--- src/rtl/spi_mem_pkg.sv ---
// spi_mem_pkg: shared types and command defaults for the SPI memory arbiter
package spi_mem_pkg;
  typedef enum logic [2:0] {IDLE, SETUP, SHIFT, HOLD, DONE} state_t;
  typedef enum logic {FETCH, DATA} port_t;
  localparam logic [7:0] CMD_READ = 8'h03;
  localparam logic [7:0] CMD_WRITE = 8'h02;
endpackage

--- src/rtl/spi_mem_arbiter_shifter.sv ---
// spi_byte_shifter: 8-bit SPI mode-0 shift engine, two clk cycles per bit
module spi_byte_shifter (
  input  logic       clk,
  input  logic       rst,
  input  logic       start,
  input  logic [7:0] din,
  input  logic       miso,
  output logic       byte_done,
  output logic [7:0] dout,
  output logic       sclk,
  output logic       mosi
);
  logic       active;
  logic       phase;
  logic [2:0] cnt;
  logic [7:0] tx;
  // byte_done marks the final phase so the next start reloads without a gap
  assign byte_done = active & phase & (cnt == 3'd7);
  assign sclk = active & phase;
  assign mosi = active ? tx[7] : start & din[7];
  always_ff @(posedge clk or posedge rst)
    if (rst) begin
      active <= 1'b0;
      phase <= 1'b0;
      cnt <= 3'd0;
      tx <= 8'h00;
      dout <= 8'h00;
    end else begin
      if (active & phase) dout <= {dout[6:0], miso};
      if (start) begin
        active <= 1'b1;
        phase <= 1'b0;
        cnt <= 3'd0;
        tx <= din;
      end else if (active) begin
        phase <= ~phase;
        if (phase) begin
          tx <= {tx[6:0], 1'b0};
          cnt <= cnt + 3'd1;
        end
        if (byte_done) active <= 1'b0;
      end
    end
endmodule

--- src/rtl/spi_mem_arbiter.sv ---
// spi_mem_arbiter: round-robin fetch/data arbiter sequencing single-byte SPI memory frames
module spi_mem_arbiter #(
  parameter int         ADDR_BYTES = 3,
  parameter logic [7:0] CMD_READ = spi_mem_pkg::CMD_READ,
  parameter logic [7:0] CMD_WRITE = spi_mem_pkg::CMD_WRITE
) (
  input  logic        clk,
  input  logic        rst,
  input  logic        f_req,
  input  logic [15:0] f_addr,
  output logic        f_done,
  input  logic        d_req,
  input  logic        d_we,
  input  logic [15:0] d_addr,
  input  logic [7:0]  d_wdata,
  output logic        d_done,
  output logic [7:0]  rdata,
  output logic        busy,
  output logic        spi_sclk,
  output logic        spi_mosi,
  input  logic        spi_miso,
  output logic        spi_cs_rom_n,
  output logic        spi_cs_ram_n
);
  import spi_mem_pkg::*;
  localparam int AW = 8 * ADDR_BYTES;
  localparam int FW = AW + 16;
  localparam logic [2:0] LAST = 3'(ADDR_BYTES + 1);
  state_t          state, nxt;
  port_t           port, last_grant;
  logic            rd;
  logic [2:0]      bcnt;
  logic [FW-1:0]   fr;
  logic            start, byte_done, grant_f, req_any;
  logic [7:0]      rx;
  assign req_any = f_req | d_req;
  assign grant_f = f_req & (~d_req | last_grant == DATA);
  assign busy = state != IDLE;
  always_comb begin
    nxt = state;
    start = 1'b0;
    case (state)
      IDLE: nxt = req_any ? SETUP : IDLE;
      SETUP: begin
        start = 1'b1;
        nxt = SHIFT;
      end
      SHIFT: if (byte_done) begin
        start = bcnt != LAST;
        nxt = bcnt == LAST ? HOLD : SHIFT;
      end
      HOLD: nxt = DONE;
      default: nxt = IDLE;
    endcase
  end
  always_ff @(posedge clk or posedge rst)
    if (rst) state <= IDLE;
    else state <= nxt;
  // fr holds the whole frame; each byte start consumes its top byte
  always_ff @(posedge clk or posedge rst)
    if (rst) begin
      port <= FETCH;
      last_grant <= DATA;
      rd <= 1'b0;
      bcnt <= 3'd0;
      fr <= '0;
      spi_cs_rom_n <= 1'b1;
      spi_cs_ram_n <= 1'b1;
      f_done <= 1'b0;
      d_done <= 1'b0;
      rdata <= 8'h00;
    end else begin
      f_done <= state == HOLD && port == FETCH;
      d_done <= state == HOLD && port == DATA;
      if (state == IDLE && req_any) begin
        port <= grant_f ? FETCH : DATA;
        last_grant <= grant_f ? FETCH : DATA;
        rd <= grant_f | ~d_we;
        bcnt <= 3'd0;
        fr <= grant_f ? {CMD_READ, AW'(f_addr), 8'h00}
                      : {d_we ? CMD_WRITE : CMD_READ, AW'(d_addr), d_we ? d_wdata : 8'h00};
        spi_cs_rom_n <= ~grant_f;
        spi_cs_ram_n <= grant_f;
      end
      if (start) fr <= fr << 8;
      if (state == SHIFT && start) bcnt <= bcnt + 3'd1;
      if (state == HOLD) begin
        spi_cs_rom_n <= 1'b1;
        spi_cs_ram_n <= 1'b1;
        if (rd) rdata <= rx;
      end
    end
  spi_byte_shifter u_shift (
    .clk(clk),
    .rst(rst),
    .start(start),
    .din(fr[FW-1 -: 8]),
    .miso(spi_miso),
    .byte_done(byte_done),
    .dout(rx),
    .sclk(spi_sclk),
    .mosi(spi_mosi)
  );
endmodule

--- config.mk ---
export PLATFORM = sky130hd
export DESIGN_NAME = spi_mem_arbiter
export DESIGN_NICKNAME = d
export VERILOG_FILES = /design/src/rtl/spi_mem_pkg.sv /design/src/rtl/spi_mem_arbiter_shifter.sv /design/src/rtl/spi_mem_arbiter.sv
export SDC_FILE = /design/constraint.sdc
export NUM_CORES = 1
export LEC_CHECK = 0
export ABC_AREA = 0
export CORE_ASPECT_RATIO = 1.75
export CORE_MARGIN = 4
export CORE_UTILIZATION = 50
export CTS_BUF_LIST = sky130_fd_sc_hd__clkbuf_8
export DETAILED_ROUTE_END_ITERATION = 16
export GPL_TIMING_DRIVEN = 0
export PLACE_DENSITY_LB_ADDON = 0.1
export SLEW_MARGIN = 5
export SYNTH_ARGS = -nofsm -noshare
export SYNTH_HDL_FRONTEND = slang
export SYNTH_HIERARCHICAL = 1
export SYNTH_SLANG_ARGS = --single-unit
--- constraint.sdc ---
create_clock -name clk -period 2.64 [get_ports clk]
set_clock_uncertainty 0.2 [all_clocks]
set_input_delay 0.528 -clock clk [delete_from_list [all_inputs] [get_ports clk]]
set_output_delay 0.528 -clock clk [all_outputs]
set_load 0.1 [all_outputs]
==> results by group, run 1 <==
Clocking
  • Clock root buffer: clkbuf_8
  • Clock buffer depth: 2
  • Later-pin clock latency in the skew report: 0.36 ns
  • CTS tree: yes
  • Clk slew on worst S/H paths: 0.08 ns
  • Clock Sinks: 82
  • Number of CTS-inserted buffers: 9
  • H-tree depth: 3

Global route
  • First-pass GRT wire length: 15.3 mm
  • Initial antenna violation count: 0
  • GR Overflow Total: 0
  • Vias in the first global route: 3,275
  • Pin count of the biggest net entering global routing: 32
  • GRT Total Usage: 21.2%

Placed design
  • Post-DP Area: 4780 um2
  • Final Wtd Congestion: 0.861
  • Dpl hpwl: 6.69 mm
  • PortBufs: 60
  • Cells after DPL: 506

Synth
  • Synth cell types: 43
  • Area contributors post-synth: dfrtp_1, mux2_2, mux2i_1
  • Syn nets: 407
  • Syn Inst Count: 357
  • Post-synth top area share: 49.7%
  • Most frequent cells after synthesis: dfrtp_1, mux2_2, nand2_1, inv_1, nor2_1
  • Seq/Total Area, Yosys: 51.7%
  • Seq cells post-synth: 82
  • Largest area contributor in the netlist: dfrtp_1
  • Top-count cell post-synth: dfrtp_1
  • Synthesis Warnings: 6
  • Async set-reset flop share out of synthesis: 100%
  • Most used DFF post-synth: dfrtp_1
  • Post-Syn Area per Cell: 11.1 um2
  • Post-synth EDFFs: 0
  • Synthesized area: 3980 um2

STA
  • Worst slew margin: 35.3%
  • Setup slack after layout: -0.0512 ns
  • Max-slew violation count: 0
  • Final hold vios: 0
  • Worst Tran Pin Value: 0.968 ns
  • Crit share post-route: 102%
  • Final setup viols: 1
  • RSZ-0062 raised after global routing: yes
  • Min Tclk post-route: 2.69 ns
  • F_max: 372 MHz

Die
  • Row cnt: 42
  • Total die area: 9500 um2
  • Top-Level Pins: 61
  • Starting Density: 51.8%
  • Core Area: 7670 um2
  • Die W: 75.4 um
  • Die Y: 126 um

Layout
  • Syn-to-layout area delta: 27.6%
  • Layout Cells excl Fill: 529
  • Share of cells above drive strength 1: 21.1%
  • Final #Nets: 486
  • Diode count: 0
  • Final Instance Area: 5070 um2

Routing
  • Post-route ant nets: 0
  • Drt pass-1 iters: 4
  • Final WL: 9.13 mm
  • Drt wl/cell: 17.2 um
  • Starting DRC count in detailed routing: 163
  • Via count: 2,967
  • # DRC: 0
  • DR vias/cell: 5.61

Setup path
  • Worst setup SP type: flop
  • Crit Path Max Fanout: 2
  • Crit Path Class: reg -> out
  • CP Data Required Time: 1.91 ns
  • Crit path capture type: output port
  • Worst Path Arrival: 1.96 ns

Flow run
  • Max_cap viols: 0

Power and ir drop
  • Gate power share: 52.6%
  • Clock power share: 14.4%
  • Register share of total power: 33.1%
  • PwrDens: 1230 nW/um2
  • NetSw: 2690 uW
  • VDD IR max: 715 uV
  • Int Pwr: 3580 uW
  • Sw Ratio: 42.9%
  • Leak Pwr: 0.00217 uW

Run status
  • Status: finished with violations
  • Violated checks: setup timing

Hold path
  • HP Class: reg -> reg
==> flip-flops by register name, summed over array words and instances, names as in the netlist <==
register        flops
rd                  1
rdata               8
spi_cs_rom_n        1
d_done              1
u_shift/tx          8
bcnt                3
u_shift/dout        8
last_grant          1
f_done              1
spi_cs_ram_n        1
u_shift/phase       1
port                1
fr                 40
u_shift/active      1
state               3
u_shift/cnt         3
==> cells by family (layout without fill, tap and decap cells) <==
kind of cell	after synthesis	after routing	share of synthesized area (%)
AND/OR/NAND/NOR	88	88	11.6
flip-flops	82	82	51.7
AO/OA/AOI/OAI	79	79	15.6
buffers and inverters	54	138	6.10
multiplexers	49	49	13.5
adder cells (fa/ha/maj)	4	4	1.26
XOR/XNOR	1	1	0.220
==> worst max-delay path, cell delays in order, from the launching register on <==
cell and delay [ns]:
dfrtp_1 0.37, ha_2 0.19, ha_4 0.13, and3_4 0.20, nand3_4 0.07, a21oi_4 0.15
buf_8 0.12, nand2_4 0.05, o21ai_4 0.14, buf_12 0.19
==> layout make-up <==
cell class | count | area (um2)
Clock buffer | 10 | 138
Tap cell | 88 | 110
Timing Repair Buffer | 70 | 719
Clock inverter | 6 | 58.8
Inverter | 27 | 104
Fill cell | 644 | 2600
Sequential cell | 82 | 2060
Multi-Input combinational cell | 221 | 1740
Buffer | 25 | 145
==> per-stage QoR <==
step                      hold slack [ns]  total power [uW]  setup slack [ns]  setup TNS (ns)  utilization (%)
final                               0.259              6270           -0.0512         -0.0512             66.1
after global placement              0.235              5240             -1.08          -51.51             62.1
after detailed placement            0.244              5320             -1.09           -8.02             62.4
after CTS                           0.272              6310            -0.113          -0.113             65.9
after floorplan                     0.215              4570            -0.165          -0.165                -
after global routing                0.300              6670            -0.159          -0.159             66.1
==> worst paths after layout <==
| kind | start | end | slack [ns] | cells past startpoint |
|---|---|---|---|---|
| max in group asynchronous | rst | fr[10]$_DFFE_PP0P_ | 1.19 | 3 |
| setup reg to reg | u_shift/cnt[0]$_DFFE_PP0P_ | fr[18]$_DFFE_PP0P_ | 0.31 | 9 |
| hold reg to reg | port$_DFFE_PP0P_ | f_done$_DFF_PP0_ | 0.26 | 1 |
| hold / removal | port$_DFFE_PP0P_ | f_done$_DFF_PP0_ | 0.26 | 1 |
| min in group asynchronous | rst | rdata[4]$_DFFE_PP0P_ | 0.42 | 2 |
| setup / recovery | u_shift/cnt[0]$_DFFE_PP0P_ | spi_mosi | -0.05 | 9 |
==> repair_timing <==
item,CTS,global route
resized for setup,23,3
cloned,1,0
buffers inserted,6,2
setup endpoints to repair,5,9
pin swaps,3,2
hold buffers,0,0
==> placed cells by master, fill, tap and decap left out, types with 2 or more instances in the layout <==
cell / n
a21bo_2: 3
a21o_1: 2
a21oi_1: 7
a22oi_1: 8
a2bb2oi_1: 8
a31oi_1: 9
a32oi_1: 8
buf_12: 2
buf_2: 4
buf_4: 10
buf_6: 4
clkbuf_1: 14
clkbuf_8: 10
clkdlybuf4s50_1: 55
dfrtp_1: 79
dfstp_2: 3
dlygate4sd2_1: 2
ha_1: 2
inv_1: 25
inv_2: 2
mux2_2: 32
mux2i_1: 16
nand2_1: 28
nand2b_1: 10
nand3_1: 14
nand4b_1: 8
nor2_1: 17
o211ai_1: 6
o21a_1: 2
o21ai_0: 5
o2bb2ai_1: 16
==> metal layers <==
metal	global-route usage [%]	share of wire, %	vias to the layer above
met5	0	0	-
met4	11.0	2.5	0
met3	4.15	3.8	18
met2	37.6	57	77
met1	22.8	37	1448
li1	-	-	1424
==> power groups by stage <==
stage / sequential, uW / clock (uW) / combinational, uW
CTS: 2080 / 932 / 3300
global route: 2140 / 987 / 3550
floorplan: 2620 / 0 / 1950
global placement: 2080 / 0 / 3160
detailed placement: 2100 / 0 / 3220
finish: 2070 / 901 / 3290
(Power assumes the default switching activity.)
==> inputs of run 2 (changes only) <==
--- a/config.mk
+++ b/config.mk
@@ -12,7 +12,8 @@
 export CTS_BUF_LIST = sky130_fd_sc_hd__clkbuf_8
 export DETAILED_ROUTE_END_ITERATION = 16
 export GPL_TIMING_DRIVEN = 0
-export PLACE_DENSITY_LB_ADDON = 0.1
+export PLACE_DENSITY_LB_ADDON = 0.3
+export SKIP_LAST_GASP = 1
 export SLEW_MARGIN = 5
 export SYNTH_ARGS = -nofsm -noshare
 export SYNTH_HDL_FRONTEND = slang
==> results by group, run 2 (synthesis gave the netlist of run 1 again) <==
Run status
  • Status: finished with violations
  • Violated checks: setup timing

Die
  • Core Area: 7670 um2 (unchanged)
  • Top-Level Pins: 61 (unchanged)
  • Row cnt: 42 (unchanged)
  • Starting Density: 51.8% (unchanged)
  • Die Y: 126 um (unchanged)
  • Die W: 75.4 um (unchanged)
  • Total die area: 9500 um2 (unchanged)

Setup path
  • Worst Path Arrival: 1.97 ns (about the same)
  • WP buf/inv: 4 (+2)
  • Slowest CP cell: dfrtp_1
  • CP Data Required Time: 1.91 ns (about the same)
  • Cell family with most CP delay: buffers and inverters
  • Worst-path cell chain: buf_6, buf_4, and3_4, nand3_4, a21oi_4, buf_8, nand2_4, o21ai_4, buf_12
  • Worst setup SP type: flop
  • Crit path capture type: output port
  • Crit Path Class: reg -> out
  • Crit Path Max Fanout: 10 (+8)
  • CP peak stage delay: 0.35 ns (-0.02 ns)

Power and ir drop
  • Leak Pwr: 0.00214 uW (-1.5%)
  • VDD IR max: 1090 uV (+53%)
  • Post-layout power: 6280 uW (+0.29%)
  • PwrDens: 1240 nW/um2 (+0.81%)

STA
  • Final hold vios: 0 (unchanged)
  • Hold slack final: 0.247 ns (-0.0120 ns)
  • Setup slack after layout: -0.0531 ns (-0.00186 ns)
  • Worst slew margin: 35.6% (+0.32 points)
  • F_max: 371 MHz (about the same)
  • Min Tclk post-route: 2.69 ns (+0.00186 ns)
  • Final setup viols: 1 (unchanged)
  • Crit share post-route: 102% (about the same)
  • RSZ-0062 raised after global routing: yes
  • Max-slew violation count: 0 (unchanged)
  • Worst Tran Pin Value: 0.963 ns (-0.00480 ns)

Placed design
  • Post-DP Area: 4780 um2 (unchanged)
  • PortBufs: 60 (unchanged)
  • Final Wtd Congestion: 0.829 (-3.7%)
  • Dpl hpwl: 6.82 mm (+1.9%)

Global route
  • Initial antenna violation count: 0 (unchanged)
  • First-pass GRT wire length: 15.3 mm (about the same)
  • Pin count of the biggest net entering global routing: 42 (+31%)
  • Global Route met3 Usage: 4.86% (+0.72 points)
  • Grt met1 use: 22.1% (-0.69 points)
  • GRT Total Usage: 21.1% (-0.16 points)
  • GR Overflow Total: 0 (unchanged)
  • Met2 Track Usage GR: 37.5% (-0.10 points)
  • Vias in the first global route: 3,225 (-1.5%)
  • Gr busiest metal: met2

Clocking
  • CTS Hold Bufs: 0 (unchanged)
  • Clock buffer depth: 2 (unchanged)
  • Later-pin clock latency in the skew report: 0.36 ns (about the same)
  • Clock Sinks: 82 (unchanged)
  • H-tree depth: 3 (unchanged)
  • Clock root buffer: clkbuf_8
  • Number of CTS-inserted buffers: 9 (unchanged)
  • CTS tree: yes
  • Clk slew on worst S/H paths: 0.08 ns (about the same)

Layout
  • Final Instance Area: 5050 um2 (-0.52%)
  • Syn-to-layout area delta: 27.0%
  • Share of cells above drive strength 1: 20.8% (-0.31 points)
  • Final #Nets: 483 (-0.62%)
  • Max reg flops: 40 (unchanged)
  • Commonest non-fill, non-tap cell in the layout: dfrtp_1
  • Largest Register: fr
  • Diode count: 0 (unchanged)
  • Commonest cells after routing, fill and taps aside: dfrtp_1, clkdlybuf4s50_1, mux2_2

Routing
  • # DRC: 0 (unchanged)
  • Final WL: 9.36 mm (+2.6%)
  • Drt pass-1 iters: 5 (+1)
  • Starting DRC count in detailed routing: 216 (+33%)
  • Post-route ant nets: 0 (unchanged)
  • Via count: 3,058 (+3.1%)
  • DR vias/cell: 5.81 (+3.7%)
  • Drt wl/cell: 17.8 um (+3.2%)

Flow run
  • Max_cap viols: 0 (unchanged)

Hold path
  • HP Class: reg -> reg
## run 2: changes by cell type in the layout (fill, tap and decap cells not counted)
cell        before  now
inv_1           25   24
clkinvlp_4       1    4
buf_6            4    3
buf_4           10    8
clkbuf_8        10    9
clkinv_2         1    0
## run 2: worst paths after layout
check / end / start / cells past startpoint / slack (ns)
max in group asynchronous: u_shift/tx[1]$_DFFE_PP0P_ / rst / 2 / 1.23
setup reg to reg: fr[18]$_DFFE_PP0P_ / u_shift/phase$_DFFE_PP0P_ / 9 / 0.30
min in group asynchronous: rdata[2]$_DFFE_PP0P_ / rst / 2 / 0.33
setup / recovery: spi_mosi / u_shift/phase$_DFFE_PP0P_ / 9 / -0.05
hold reg to reg: f_done$_DFF_PP0_ / port$_DFFE_PP0P_ / 1 / 0.25
hold / removal: f_done$_DFF_PP0_ / port$_DFFE_PP0P_ / 1 / 0.25
## run 2: through the flow
step	util, %	std cells	worst slack [ns]	TNS (ns)
floorplan	-	357	-0.165	-0.165
global placement	62.1	505	-1.07	-46.72
detailed placement	62.4	506	-1.08	-8.36
CTS	65.5	525	-0.146	-0.146
global route	65.8	526	-0.155	-0.155
finish	65.8	526	-0.0531	-0.0531
## run 2: power breakdown
group          switching (uW)  internal [uW]  total (uW)
registers                 289           1790        2080
logic                    1990           1310        3310
clock network             468            434         903
total                    2750           3540        6280
## run 2: area by class of cell
cell class	instances	area (um2)
well taps	88	110
plain buffers	25	141
multi-input cells	221	1740
inverters	27	104
flip-flops and latches	82	2060
repair buffers	67	697
fillers	600	2620
clock inverters	7	72.6
clock buffers	9	124
## run 2: layer usage
layer / vias to the layer above / part of all wire [%] / routed length [um]
li1: 1419 / - / -
met1: 1518 / 36 / 3390
met2: 96 / 56 / 5250
met3: 25 / 4.4 / 415
met4: 0 / 3.3 / 306
met5: - / 0 / 0
## run 2: what timing repair did
action                                  CTS  global route
endpoints found under the setup margin    5            13
gates cloned                              1             0
pin swaps                                 2             4
setup buffers                             4             1
resized for setup                        21             4
==> inputs of run 3 (changes only) <==
--- a/config.mk
+++ b/config.mk
@@ -6,6 +6,7 @@
 export NUM_CORES = 1
 export LEC_CHECK = 0
 export ABC_AREA = 0
+export CAP_MARGIN = 20
 export CORE_ASPECT_RATIO = 1.75
 export CORE_MARGIN = 4
 export CORE_UTILIZATION = 50
==> results of run 3 <==
The final DEF is identical to that of run 2; final timing and power are the same.
